--- src/rtl/fetch_pkg.sv ---
// Shared types for the instruction-fetch queue: instruction/address widths,
// FSM encoding and the queue entry layout.
package fetch_pkg;

  typedef logic [15:0] instr_t;
  typedef logic [7:0]  addr_t;

  localparam instr_t NOP_INSTR = 16'h0000;

  typedef enum logic [1:0] {IDLE, RUN, DRAIN} fq_state_t;

  typedef struct packed {
    instr_t instr;
    addr_t  pc;
  } fq_entry_t;

endpackage

--- src/rtl/fq_fifo.sv ---
// Circular buffer of fetched {instr, pc} entries with synchronous clear.
// DEPTH must be a power of two so the pointers wrap naturally.
module fq_fifo
  import fetch_pkg::*;
#(
  parameter int DEPTH = 4
) (
  input  logic                   clk,
  input  logic                   reset,
  input  logic                   push,
  input  logic                   pop,
  input  logic                   clear,
  input  fq_entry_t              wdata,
  output fq_entry_t              rdata,
  output logic [$clog2(DEPTH):0] count,
  output logic                   full,
  output logic                   empty
);

  localparam int AW = $clog2(DEPTH);
  localparam logic [AW-1:0] PTR_ONE  = AW'(1);
  localparam logic [AW:0]   CNT_ONE  = (AW+1)'(1);
  localparam logic [AW:0]   FULL_CNT = (AW+1)'(DEPTH);

  fq_entry_t     mem [DEPTH];
  logic [AW-1:0] rd_ptr;
  logic [AW-1:0] wr_ptr;

  always_ff @(posedge clk or posedge reset) begin
    if (reset) begin
      rd_ptr <= '0;
      wr_ptr <= '0;
      count  <= '0;
    end else if (clear) begin
      rd_ptr <= '0;
      wr_ptr <= '0;
      count  <= '0;
    end else begin
      if (push) wr_ptr <= wr_ptr + PTR_ONE;
      if (pop)  rd_ptr <= rd_ptr + PTR_ONE;
      case ({push, pop})
        2'b10:   count <= count + CNT_ONE;
        2'b01:   count <= count - CNT_ONE;
        default: count <= count;
      endcase
    end
  end

  // Storage carries no reset; only the pointers and count define validity.
  always_ff @(posedge clk) begin
    if (push && !clear) mem[wr_ptr] <= wdata;
  end

  assign rdata = mem[rd_ptr];
  assign empty = (count == '0);
  assign full  = (count == FULL_CNT);

endmodule

--- src/rtl/fetch_queue.sv ---
// Instruction-fetch front end: issues imem requests under a credit limit, queues
// in-order responses, squashes wrong-path data after a redirect. Option: FETCHQ_BYPASS_EN.
module fetch_queue
  import fetch_pkg::*;
#(
  parameter int    DEPTH    = 4,
  parameter int    MAX_OUT  = 2,
  parameter addr_t PC_STEP  = 8'd4,
  parameter addr_t RESET_PC = 8'h00
) (
  input  logic   clk,
  input  logic   reset,
  input  logic   StallF,
  input  logic   RedirectE,
  input  addr_t  RedirectPCE,
  output logic   imem_req,
  output addr_t  imem_addr,
  input  logic   imem_gnt,
  input  logic   imem_rvalid,
  input  instr_t imem_rdata,
  output instr_t InstrF,
  output addr_t  PCF,
  output logic   InstrValidF
);

  localparam int CW = $clog2(DEPTH) + 1;
  localparam logic [CW:0]   DEPTH_C = (CW+1)'(DEPTH);
  localparam logic [CW-1:0] MAXO_C  = CW'(MAX_OUT);
  localparam logic [CW-1:0] ONE     = CW'(1);

  fq_state_t     state;
  fq_state_t     state_nxt;
  addr_t         fetch_pc;
  addr_t         rsp_pc;
  addr_t         pcf_hold;
  logic [CW-1:0] outstanding;
  logic [CW-1:0] out_nxt;
  logic [CW-1:0] stale;
  logic [CW-1:0] stale_nxt;
  logic [CW-1:0] count;
  logic          issue;
  logic          rsp_live;
  logic          bypass;
  logic          push;
  logic          pop;
  logic          full;
  logic          empty;
  fq_entry_t     head;

  assign imem_addr = fetch_pc;
  assign issue     = imem_req & imem_gnt;
  assign rsp_live  = imem_rvalid & (stale == '0);

`ifdef FETCHQ_BYPASS_EN
  assign bypass = empty & rsp_live & ~StallF & ~RedirectE;
`else
  assign bypass = 1'b0;
`endif

  // A redirect wins over everything: no push or pop in that cycle.
  assign push = rsp_live & ~RedirectE & ~bypass;
  assign pop  = ~empty & ~StallF & ~RedirectE;

  always_comb begin
    out_nxt = outstanding;
    if (issue && !imem_rvalid)      out_nxt = outstanding + ONE;
    else if (!issue && imem_rvalid) out_nxt = outstanding - ONE;
  end

  // Everything still in flight after this cycle's accounting belongs to the old path.
  always_comb begin
    stale_nxt = stale;
    if (RedirectE)                        stale_nxt = out_nxt;
    else if (imem_rvalid && stale != '0)  stale_nxt = stale - ONE;
  end

  always_ff @(posedge clk or posedge reset) begin
    if (reset) state <= IDLE;
    else       state <= state_nxt;
  end

  always_comb begin
    state_nxt = state;
    imem_req  = 1'b0;
    case (state)
      IDLE:  state_nxt = RUN;
      RUN:   if (RedirectE && stale_nxt != '0) state_nxt = DRAIN;
      DRAIN: if (stale_nxt == '0) state_nxt = RUN;
      default: state_nxt = IDLE;
    endcase
    if (state != IDLE)
      imem_req = (({1'b0, count} + {1'b0, outstanding}) < DEPTH_C) && (outstanding < MAXO_C);
  end

  always_ff @(posedge clk or posedge reset) begin
    if (reset) begin
      fetch_pc    <= RESET_PC;
      rsp_pc      <= RESET_PC;
      pcf_hold    <= 8'h00;
      outstanding <= '0;
      stale       <= '0;
    end else begin
      outstanding <= out_nxt;
      stale       <= stale_nxt;
      pcf_hold    <= PCF;
      if (RedirectE)  fetch_pc <= RedirectPCE;
      else if (issue) fetch_pc <= fetch_pc + PC_STEP;
      // Live responses arrive in issue order, so their PC is a running counter.
      if (RedirectE)     rsp_pc <= RedirectPCE;
      else if (rsp_live) rsp_pc <= rsp_pc + PC_STEP;
    end
  end

  fq_fifo #(.DEPTH(DEPTH)) u_fifo (
    .clk   (clk),
    .reset (reset),
    .push  (push),
    .pop   (pop),
    .clear (RedirectE),
    .wdata ('{instr: imem_rdata, pc: rsp_pc}),
    .rdata (head),
    .count (count),
    .full  (full),
    .empty (empty)
  );

  always_comb begin
    InstrValidF = ~empty;
    InstrF      = head.instr;
    PCF         = head.pc;
    if (bypass) begin
      InstrValidF = 1'b1;
      InstrF      = imem_rdata;
      PCF         = rsp_pc;
    end else if (empty) begin
      InstrF = NOP_INSTR;
      PCF    = pcf_hold;
    end
  end

`ifndef SYNTHESIS
  always_ff @(posedge clk) begin
    if (!reset) assert (!(push && full));
  end
`endif

endmodule

--- config.mk ---
export PLATFORM = sky130hd
export DESIGN_NAME = fetch_queue
export DESIGN_NICKNAME = d
export VERILOG_FILES = /design/src/rtl/fetch_pkg.sv /design/src/rtl/fq_fifo.sv /design/src/rtl/fetch_queue.sv
export SDC_FILE = /design/constraint.sdc
export NUM_CORES = 1
export LEC_CHECK = 0
export ABC_CLOCK_PERIOD_IN_PS = 2900
export CAP_MARGIN = 5
export CORE_UTILIZATION = 30
export DETAILED_ROUTE_END_ITERATION = 16
export HOLD_SLACK_MARGIN = 0.15
export SYNTH_ARGS = -nofsm -noshare
export SYNTH_HDL_FRONTEND = slang
export SYNTH_HIERARCHICAL = 1
export SYNTH_SLANG_ARGS = --single-unit
--- constraint.sdc ---
create_clock -name clk -period 2.9 [get_ports clk]
set_input_delay 0.435 -clock clk [delete_from_list [all_inputs] [get_ports clk]]
set_output_delay 0.435 -clock clk [all_outputs]
set_load 0.05 [all_outputs]
Word level (Yosys, flattened, before mapping)
Memory sizes are Yosys's and may differ from the RTL's.
Cells that the tools add are included.
{ "classes": {"n_addsub": 10, "magnitude_cmp": 2, "n_eq_ne": 6, "n_mux": 22, "bitwise_logic": 8, "reduce_logical": 22} }
{ "op_table": {"columns": ["operator", "n"], "rows": [
  ["$mux W8", 5],
  ["$add A8 B3 Y8 const B", 2],
  ["$mux W16", 1],
  ["$mux W3", 5],
  ["$mux W2", 6],
  ["$reduce_bool A2 Y1", 5],
  ["$logic_not A3 Y1", 3],
  ["$reduce_bool A3 Y1", 3],
  ["$sub A3 B1 Y3 const B", 3],
  ["$add A3 B1 Y3 const B", 2],
  ["$logic_and A1 B1 Y1", 6],
  ["$pmux W2 S3", 1],
  ["$pmux W3 S2", 1],
  ["$and A1 B1 Y1", 5],
  ["$add A2 B1 Y2 const B", 2],
  ["$add A3 B3 Y4", 1],
  ["$eq A2 B1 Y1 const B", 2],
  ["$eq A2 B2 Y1 const B", 2],
  ["$lt A4 B3 Y1 const B", 1],
  ["$ne A2 B2 Y1 const B", 2],
  ["$logic_not A1 Y1", 3],
  ["$lt A3 B2 Y1 const B", 1],
  ["$mux W1", 3],
  ["$not A1 Y1", 3],
  ["2 further kinds", 2]
]} }
{ "word_totals": {"register_bits": 39, "ram_bits": 96, "inputBits": 30, "output_inout_bits": 34, "elab_cells": 80, "mem_count": 1} }
{ "mem_list": {"columns": ["memory", "words", "width", "rd", "rd_ports_with_merged_regs", "wr", "line_no", "source"], "rows": [
  ["u_fifo.mem", 4, 24, 1, 0, 1, "fq_fifo.sv:25", "fq_entry_t mem [DEPTH];"]
]} }

Depth between registers and ports, before layout
Gate-level depths: netlist (run 1).
{ "depth": {"ltp_word": 14, "ltp_mapped": 11, "depth_no_buf": 10} }

By module
Netlist (run 1), hierarchy kept.
{ "modules_own_cells": {"columns": ["module", "n_inst", "cells_each", "area_each_um2"], "rows": [
  ["fq_fifo", 1, 170, 3951.3],
  ["fetch_queue", 1, 178, 1853.0]
]} }

Worst setup path after synthesis (run 1)
OpenSTA, ideal clock, no wires.
{ "synth_path": {"path_kind": "register to register", "startpoint": "register stale[0]", "endpoint": "memory u_fifo/mem[0][0] (netlist name) (enable)", "arrival_ns": 2.166, "t_required_ns": 2.517, "slack_ns": 0.351, "path_stages_with_launch": 9, "path_buffers": 1, "cell_sequence": "dfrtp_1 -> inv_1 -> ha_1 -> nand2b_4 -> or2_2 -> nor2_1 -> buf_2 -> nor2b_1 -> and2_1"} }
{ "synth_between": {"elab_chain_cells": 6} }
{ "synth_rtl": {"columns": ["element", "line_no", "source"], "rows": [
  ["from (decl)", "fetch_queue.sv:38", "logic [CW-1:0] stale;"],
  ["from (signal assigned)", "fetch_queue.sv:104", "stale <= stale_nxt;"],
  ["$logic_not A3 Y1", "fetch_queue.sv:52", "assign rsp_live = imem_rvalid & (stale == '0);"],
  ["$and A1 B1 Y1", "fetch_queue.sv:52", null],
  ["$and A1 B1 Y1", "fetch_queue.sv:61", "assign push = rsp_live & ~RedirectE & ~bypass;"],
  ["named net push", "fetch_queue.sv:44", "logic push;"],
  ["$logic_and A1 B1 Y1", "fq_fifo.sv:51", "if (push && !clear) mem[wr_ptr] <= wdata;"],
  ["$mux W1", "fq_fifo.sv:51", null],
  ["$mux W1 (not written as such)", "fq_fifo.sv:51", null],
  ["to (decl)", "fq_fifo.sv:25", null]
]} }
The timed path passes the listed nets, and every way through them passes these cells.

==> reports/results.txt, run 1 <==
Layout cell share with drive strength beyond 1 = 26.8%
Final hold violation count = 0
Post-cts sizing count = 0
Post-CTS setup buffer count = 0
Ant diodes = 0
Cells after Synth = 347
# hold bufs at CTS = 0
Max-cap viol count = 0
First drt pass iteration count = 4
Site Rows = 50
Placed inst area = 6980 sq um
Total CTS buffers = 17
R2R depth = 10
DRC viols = 0
Max Buffers Root-to-Sink = 2
R2R Setup Slk = 350 ps
Yosys Warn Count = 6
Cells after DPL = 672
CP peak stage delay = 650 ps
Vias in the first global route = 3347
Final setup viols = 0
Slowest CP cell = dfrtp_2
DRT iter0 DRCs = 151
H-tree levels = 4
Worst setup SP type = flip-flop
Root Driver = clkbuf_16
GPL Wtd Cong = 0.771
Hold crit path type = in -> async
Clk slew on worst S/H paths = 60 ps
Skew final = 7.83 ps
Drt wl/cell = 15.8 microns
Leakage = 2.71 nW
Syn nets = 390
CTS Sinks = 135
Post-route design area = 7560 sq um
Total power divided by cell area = 817 nW/um^2
Worst Path Arrival = 2210 ps
Syn avg cell area = 16.7 sq um
Setup TNS = 0 ps
Worst Path Required = 2470 ps
Util after Layout = 40.1%
Core ar. = 18800 sq um
First-pass GRT wire length = 18.0 mm
Peak Freq = 0.378 GHz
RSZ-0062 raised after global routing = no
Syn Std Cell Area = 5800 sq um
Die W = 141 microns
Max VDD drop = 0.417 mV
Pre-CTS setup slack = 184 ps
Routed Antenna Nets = 0
Most common cell after layout, fill and taps aside = edfxtp_1
Slew of the pin with the lowest slew margin = 521 ps
CTS tree = done
Crit end category = output port
Period utilisation layout = 91.2%
Worst flop-to-flop path endpoint = u_fifo/count[2]
Setup ws final = 255 ps
GRT Total Usage = 12.3%
Initial Util = 30.8%
Die height = 141 microns
Largest net degree at the start of global routing = 27
I/O pins = 64
Critical-path cell list = mux4_1, mux2_2, buf_4
Period minus WS final = 2650 ps
Global route total overflow = 0
Max-slew violation count = 0
Vias/cell = 4.47
FF-to-FF Start = stale[0]
Initial antenna violation count = 0
Slew HR = 65.2%
Post-DP HPWL = 7.40 mm
Nets = 474
Highest-count cells in the layout ignoring fill and taps = 96 x edfxtp_1, 38 x dfrtp_1, 38 x clkdlybuf4s50_1
Vias = 3144
I/O Buffers = 63
Area delta synth->final = 30.4%
Post-Route WL = 11.1 mm
Die area = 19900 sq um
Worst-path maximum fanout = 14
Setup CP Type = reg -> out
Clock Latency Late Sink = 410 ps
Status = finished clean
Final cell count without fillers = 704
-- per-layer routing --
metal  wire length [microns]  GRT usage, %  up-vias  part of all wire [%]
met5                       0             0        -                     0
met4                     116          4.12        0                   1.0
met3                     443          4.01       12                   4.0
met2                    5860          21.3       68                    53
met1                    4700          14.2     1581                    42
li1                        -             -     1483                     -
-- critical path, delay by kind of cell, from the launching register on --
family | cells | cell delay [ps]
muxes | 2 | 950
buffers and inverters | 1 | 190
DFF | 1 | 650
-- flip-flops by register name (all words and copies together), names as in the netlist --
register	cells
u_fifo/rd_ptr	2
u_fifo/count	3
stale	3
outstanding	3
pcf_hold	8
rsp_pc	8
imem_addr	8
u_fifo/wr_ptr	2
u_fifo/mem	96
state	2
-- how the worst max path moves through the flow --
| stage | from | to | slack [ps] | cells past startpoint |
|---|---|---|---|---|
| 2_1_floorplan | stale[0] | u_fifo/mem[0][0] | 350 | 8 |
| 3_3_place_gp | imem_rvalid | u_fifo/count[2] | 260 | 9 |
| 3_5_place_dp | imem_rvalid | u_fifo/count[2] | 180 | 9 |
| 4_1_cts | u_fifo/rd_ptr[0] | PCF[2] | 180 | 3 |
| 5_1_grt | u_fifo/rd_ptr[0] | InstrF[15] | 130 | 4 |
| 6_report | u_fifo/rd_ptr[0] | PCF[2] | 250 | 3 |
-- per-stage QoR --
step           hold WS, ps  power (mW)
6_report               322        6.17
5_1_grt                315        6.46
3_3_place_gp           495        4.12
2_1_floorplan          238        3.58
4_1_cts                304        6.25
3_5_place_dp           497        4.15
-- area by class of cell --
cell class / count / area [sq um]
Inverter: 15 / 56.3
Multi-Input combinational cell: 183 / 1790
Clock buffer: 17 / 425
Sequential cell: 135 / 3860
Clock inverter: 15 / 154
Timing Repair Buffer: 79 / 951
Fill cell: 1733 / 11300
Tap cell: 260 / 325
-- report_power, final --
part | internal (mW) | leakage (nW) | total, mW | switching, mW
clock network | 1.27 | 0.277 | 2.07 | 0.806
registers | 2.26 | 1.34 | 2.42 | 0.158
logic | 0.699 | 1.09 | 1.68 | 0.984
total | 4.22 | 2.71 | 6.17 | 1.95
Note: power is estimated with default switching activity, not from simulation.
==> run 2: changes to the inputs <==
--- a/config.mk
+++ b/config.mk
@@ -5,7 +5,7 @@
 export SDC_FILE = /design/constraint.sdc
 export NUM_CORES = 1
 export LEC_CHECK = 0
-export ABC_CLOCK_PERIOD_IN_PS = 2900
+export ABC_CLOCK_PERIOD_IN_PS = 2240
 export CAP_MARGIN = 5
 export CORE_UTILIZATION = 30
 export DETAILED_ROUTE_END_ITERATION = 16
==> constraint.sdc (replaced) <==
create_clock -name clk -period 2.24 [get_ports clk]
set_input_delay 0.336 -clock clk [delete_from_list [all_inputs] [get_ports clk]]
set_output_delay 0.336 -clock clk [all_outputs]
set_load 0.05 [all_outputs]
==> run 2 against run 1 <==
- the run now ends with setup timing left
- clock-buffer cell count is 2 higher
- hold slack better by 180 ps
- total power is 37% higher
- sequential cell count stayed put
- via count is 3.9% higher
- combinational power is 53% higher
- register-to-register slack worse by 230 ps
- largest cell class unchanged
- largest power group unchanged
==> reports/results.txt, run 2 (synthesized netlist as in run 1, its figures left out) <==
Status = complete, but fails checks
Failing checks = setup timing
Register with the most flip-flops = u_fifo/mem
Vias in the first global route = 3488 (+4.2%)
I/O Buffers = 63 (unchanged)
I/O pins = 64 (unchanged)
H-tree levels = 4 (unchanged)
Min-delay src = pcf_hold[6]
GRT Total Usage = 12.7% (+0.49 points)
Total CTS buffers = 17 (unchanged)
Setup ws final = -131 ps (-386 ps)
Skew final = 8.15 ps (+0.316 ps)
Max-slew violation count = 0 (unchanged)
First drt pass iteration count = 4 (unchanged)
Slew of the pin with the lowest slew margin = 518 ps (-2.43 ps)
Post-DP HPWL = 7.74 mm (+4.5%)
Initial antenna violation count = 0 (unchanged)
Clk slew on worst S/H paths = 60 ps (about the same)
Root Driver = clkbuf_16
RSZ-0062 raised after global routing = yes
Initial Util = 30.8% (unchanged)
Setup CP Type = reg -> out
Worst setup SP type = flip-flop
Vias = 3267 (+3.9%)
Worst Path Arrival = 2040 ps (-170 ps)
Clock Latency Late Sink = 420 ps (about the same)
Final hold violation count = 0 (unchanged)
Max VDD drop = 0.616 mV (+48%)
Worst-path maximum fanout = 6 (-8)
Layout cell share with drive strength beyond 1 = 35.6% (+8.8 points)
R2R Setup Slk = 120 ps (-230 ps)
Peak Freq = 0.422 GHz
Crit path from = u_fifo/rd_ptr[0]
GPL Wtd Cong = 0.781 (+1.2%)
Hold crit path type = reg -> reg
Cells after DPL = 691 (+2.8%)
Core ar. = 18800 sq um (unchanged)
Slew HR = 65.4% (+0.16 points)
Drt wl/cell = 15.7 microns (-0.84%)
Post-route design area = 7930 sq um (+4.9%)
Site Rows = 50 (unchanged)
Flop pwr share = 37.0% (-2.2 points)
Clock power share = 32.6% (-1.0 points)
Hold Worst Slack = 498 ps (+177 ps)
Final setup viols = 24 (+24)
Global route total overflow = 0 (unchanged)
Placed inst area = 7140 sq um (+2.3%)
Die area = 19900 sq um (unchanged)
Max reg flops = 96 (unchanged)
Total power divided by cell area = 1060 nW/um^2 (+30%)
CTS Sinks = 135 (unchanged)
NetSw = 2.65 mW (+36%)
Logic pwr share = 30.4% (+3.1 points)
Crit end category = output port
R2R depth = 10 (unchanged)
CTS tree = done
Period minus WS final = 2370 ps
DRC viols = 0 (unchanged)
Leakage = 2.89 nW (+6.9%)
Vias/cell = 4.46 (about the same)
Worst hold stages = 1
Max-cap viol count = 0 (unchanged)
Die W = 141 microns (unchanged)
FILL cells = 1670 (-3.6%)
Highest-count cells in the layout ignoring fill and taps = 96 x edfxtp_1, 39 x buf_4, 37 x clkdlybuf4s50_1
Routed Antenna Nets = 0 (unchanged)
Worst Path Required = 1900 ps (-570 ps)
Tot Pwr = 8.43 mW (+37%)
Most common cell after layout, fill and taps aside = edfxtp_1
FF-to-FF Start = stale[0]
Sw Ratio = 31.5% (-0.11 points)
Internal Power = 5.78 mW (+37%)
Die height = 141 microns (unchanged)
DRT iter0 DRCs = 128 (-15%)
Post-Route WL = 11.5 mm (+3.1%)
Largest net degree at the start of global routing = 32 (+19%)
Period utilisation layout = 106%
Max Buffers Root-to-Sink = 2 (unchanged)
Final cell count without fillers = 732 (+4.0%)
Area delta synth->final = 36.7%
First-pass GRT wire length = 18.7 mm (+3.6%)
Nets = 502 (+5.9%)
Ant diodes = 0 (unchanged)
==> run 2: cell count changes in the layout (fill, tap and decap cells not counted), moves of 4 or more <==
cell / delta
and2_1: -4
and2_2: +4
mux4_1: -5
mux2_2: -5
mux2_4: +5
mux4_2: +5
buf_8: +4
buf_4: +19
==> run 2: metrics by stage <==
stage          setup WS [ps]  setup TNS, ps  util (%)
2_1_floorplan           18.5              0         -
3_3_place_gp            -199         -18090      37.9
3_5_place_dp            -266         -24530      37.9
4_1_cts                 -162          -2430      41.7
5_1_grt                 -187          -3320      42.1
6_report                -131          -1560      42.1
==> run 2: path summary, 6_finish.rpt <==
kind                                   endpoint
worst max register to register  u_fifo/count[2]
worst min-delay path                pcf_hold[6]
worst max-delay path                     PCF[5]
min in group asynchronous          imem_addr[1]
worst min register to register      pcf_hold[6]
max in group asynchronous          imem_addr[7]
==> run 2: cell type report <==
class,count,area (sq um),area share (%)
Timing Repair Buffer,107,1230,15.5
Clock buffer,19,443,5.59
Tap cell,260,325,4.10
Inverter,15,56.3,0.710
Clock inverter,13,146,1.85
Sequential cell,135,3860,48.8
Multi-Input combinational cell,183,1860,23.5
==> run 2: routing by layer <==
layer / up-vias / wire length (microns) / GRT usage [%]
met1: 1641 / 4980 / 15.5
met4: 0 / 128 / 5.15
li1: 1541 / - / -
met5: - / 0 / 0
met3: 9 / 527 / 3.26
met2: 76 / 5830 / 21.6
==> run 2: timing repair <==
action / CTS / global route
hold endpoints to repair: 1 / 0
setup endpoints to repair: 116 / 124
setup buffers: 4 / 4
resized for setup: 28 / 12
hold buffers: 1 / 0
pin swaps: 0 / 6
cloned: 0 / 0
==> run 2: critical path, cell delays in order, from the launching register on <==
cell and delay (ps):
dfrtp_4 480, buf_12 150, buf_12 120, mux4_2 420, mux2_4 290, buf_6 150
==> run 2: power by group through the flow <==
stage / registers, mW / logic (mW) / clock network (mW)
CTS: 3.12 / 2.50 / 2.81
global placement: 3.15 / 2.28 / 0
global route: 3.15 / 2.75 / 2.92
floorplan: 3.18 / 1.49 / 0
finish: 3.12 / 2.57 / 2.75
detailed placement: 3.17 / 2.32 / 0
==> run 3: changes to the inputs <==
--- a/config.mk
+++ b/config.mk
@@ -7,9 +7,10 @@
 export LEC_CHECK = 0
 export ABC_CLOCK_PERIOD_IN_PS = 2240
 export CAP_MARGIN = 5
-export CORE_UTILIZATION = 30
+export CORE_UTILIZATION = 51
 export DETAILED_ROUTE_END_ITERATION = 16
 export HOLD_SLACK_MARGIN = 0.15
+export PLACE_DENSITY_LB_ADDON = 0.15
 export SYNTH_ARGS = -nofsm -noshare
 export SYNTH_HDL_FRONTEND = slang
 export SYNTH_HIERARCHICAL = 1
==> run 3 against run 2 <==
- the flow still finishes with violations (setup timing)
- largest power group unchanged
- routed wire length is 7.4% lower
- critical path type unchanged
- global-route usage is 7.7 points higher
- worst setup slack better by 95 ps
- maximum frequency is 4.2% higher
==> reports/results.txt, run 3 (synthesized netlist as in run 1, its figures left out) <==
Status = complete, but fails checks
Failing checks = setup timing
DRT iter0 DRCs = 122 (-4.7%)
Peak Freq = 0.439 GHz (+4.2%)
Critical-path cell list = buf_12, mux4_2, mux2_4, buf_6
Slowest CP cell = mux4_2
Highest-count cells in the layout ignoring fill and taps = 96 x edfxtp_1, 37 x clkdlybuf4s50_1, 35 x dfrtp_1
Global route total overflow = 0 (unchanged)
Largest net degree at the start of global routing = 26 (-19%)
Initial antenna violation count = 0 (unchanged)
Leakage = 2.89 nW (about the same)
Vias = 3222 (-1.4%)
CTS tree = done
Ant diodes = 0 (unchanged)
Skew final = 5.82 ps (-2.32 ps)
Site Rows = 38 (-24%)
Slew of the pin with the lowest slew margin = 496 ps (-22.2 ps)
Slew HR = 66.8% (+1.5 points)
Period minus WS final = 2280 ps (-95.0 ps)
Clock Latency Late Sink = 400 ps (-20 ps)
Layer with the highest usage = met2
Clk slew on worst S/H paths = 50 ps (about the same)
Total CTS buffers = 17 (unchanged)
Worst-path maximum fanout = 6 (unchanged)
M1 GR Usage = 25.5% (+10 points)
I/O Buffers = 63 (unchanged)
Placed inst area = 6870 sq um (-3.7%)
Area delta synth->final = 33.1%
I/O pins = 64 (unchanged)
Clock power share = 29.7% (-2.9 points)
First-pass GRT wire length = 17.4 mm (-6.6%)
Final setup viols = 4 (-83%)
NetSw = 2.50 mW (-5.6%)
Register with the most flip-flops = u_fifo/mem
Post-Route WL = 10.6 mm (-7.4%)
Worst setup SP type = flip-flop
Vias in the first global route = 3478 (-0.29%)
Die area = 11800 sq um (-41%)
Hold crit path type = in -> async
Flop pwr share = 38.6% (+1.6 points)
DRC viols = 0 (unchanged)
Drt wl/cell = 17.6 microns (+12%)
Max-slew violation count = 0 (unchanged)
Max VDD drop = 0.850 mV (+38%)
Met3 GRT Util = 6.46% (+3.2 points)
Post-DP HPWL = 6.92 mm (-11%)
Sw Ratio = 30.9% (-0.59 points)
Most common cell after layout, fill and taps aside = edfxtp_1
Setup ws final = -36.3 ps (+95.0 ps)
CP peak stage delay = 540 ps (+60 ps)
Routed Antenna Nets = 0 (unchanged)
# hold bufs at CTS = 0 (-1)
Core ar. = 10900 sq um (-42%)
Worst Path Required = 1900 ps (about the same)
CTS Sinks = 135 (unchanged)
Util after Layout = 70.5% (+28 points)
Final hold violation count = 0 (unchanged)
Setup CP Type = reg -> out
GPL Wtd Cong = 0.816 (+4.5%)
Vias/cell = 5.34 (+20%)
Initial Util = 53.0% (+22 points)
RSZ-0062 raised after global routing = yes
Crit end category = output port
Nets = 496 (-1.2%)
Root Driver = clkbuf_16
First drt pass iteration count = 4 (unchanged)
Worst Path Arrival = 1940 ps (-100 ps)
GRT Total Usage = 20.5% (+7.7 points)
Max reg flops = 96 (unchanged)
Post-route design area = 7710 sq um (-2.7%)
Total power divided by cell area = 1050 nW/um^2 (-1.2%)
Internal Power = 5.61 mW (-3.0%)
H-tree levels = 4 (unchanged)
Die W = 109 microns (-23%)
Layout cell share with drive strength beyond 1 = 36.5% (+0.91 points)
Period utilisation layout = 102% (-4.2 points)
Logic pwr share = 31.7% (+1.3 points)
Die height = 109 microns (-23%)
Max-cap viol count = 0 (unchanged)
Max Buffers Root-to-Sink = 2 (unchanged)
GRT met2 Usage = 33.7% (+12 points)
## run 3: cell count changes in the layout (fill, tap and decap cells not counted), sizes merged
cell,change
bufinv,-1
clkinv,-1
clkinvlp,-2
clkbuf,+4
inv,-3
buf,-5
dlygate4sd3,-1
## run 3: what timing repair did
action,in CTS,in global routing
buffers inserted,8,2
setup endpoints to repair,26,118
pin swaps,0,3
resized for setup,46,40
## run 3: final cells by class
type,instances,area [sq um]
clock buffers,23,448
clock inverters,6,55.1
flip-flops and latches,135,3860
repair buffers,101,1160
fillers,707,3220
well taps,140,175
inverters,15,56.3
multi-input cells,183,1950
## run 3: worst paths after layout
kind,end,slack [ps],cells past startpoint,start
max,PCF[2],-40,4,u_fifo/rd_ptr[0]
min,u_fifo/count[1],220,2,reset
max reg2reg,state[0],130,7,u_fifo/count[2]
min reg2reg,pcf_hold[1],500,1,pcf_hold[1]
max in group asynchronous,rsp_pc[2],1430,4,reset
min in group clk,pcf_hold[1],500,1,pcf_hold[1]
## run 3: power by group through the flow
| stage | Sequential (mW) | Combinational [mW] | Clock, mW |
|---|---|---|---|
| 4_1_cts | 3.13 | 2.48 | 2.46 |
| 5_1_grt | 3.16 | 2.75 | 2.57 |
| 3_5_place_dp | 3.17 | 2.20 | 0 |
| 6_report | 3.13 | 2.57 | 2.41 |
| 3_3_place_gp | 3.15 | 2.17 | 0 |
| 2_1_floorplan | 3.18 | 1.49 | 0 |
## run 3: per-stage QoR
step           total power, mW  worst slack (ps)  setup TNS (ps)  hold slack [ps]  instances
6_report                  8.11             -36.3            -102              225        603
5_1_grt                   8.48             -99.8           -1290              241        603
4_1_cts                   8.07              -121           -1380              214        601
3_5_place_dp              5.37              -186          -14660              490        564
3_3_place_gp              5.32              -127          -11430              478        564
2_1_floorplan             4.67              18.5               0              139        347
## run 3: metal layers
layer	share of wire, %	up-vias	wire length [microns]
li1	-	1519	-
met1	43	1615	4570
met2	52	78	5500
met3	4.0	10	428
met4	1.2	0	131
met5	0	-	0
## run 3: worst max-delay path: cells and delay by family, from the launching register on
kind,cells,cell delay (ps)
buffers and inverters,2,290
DFF,1,400
muxes,2,840
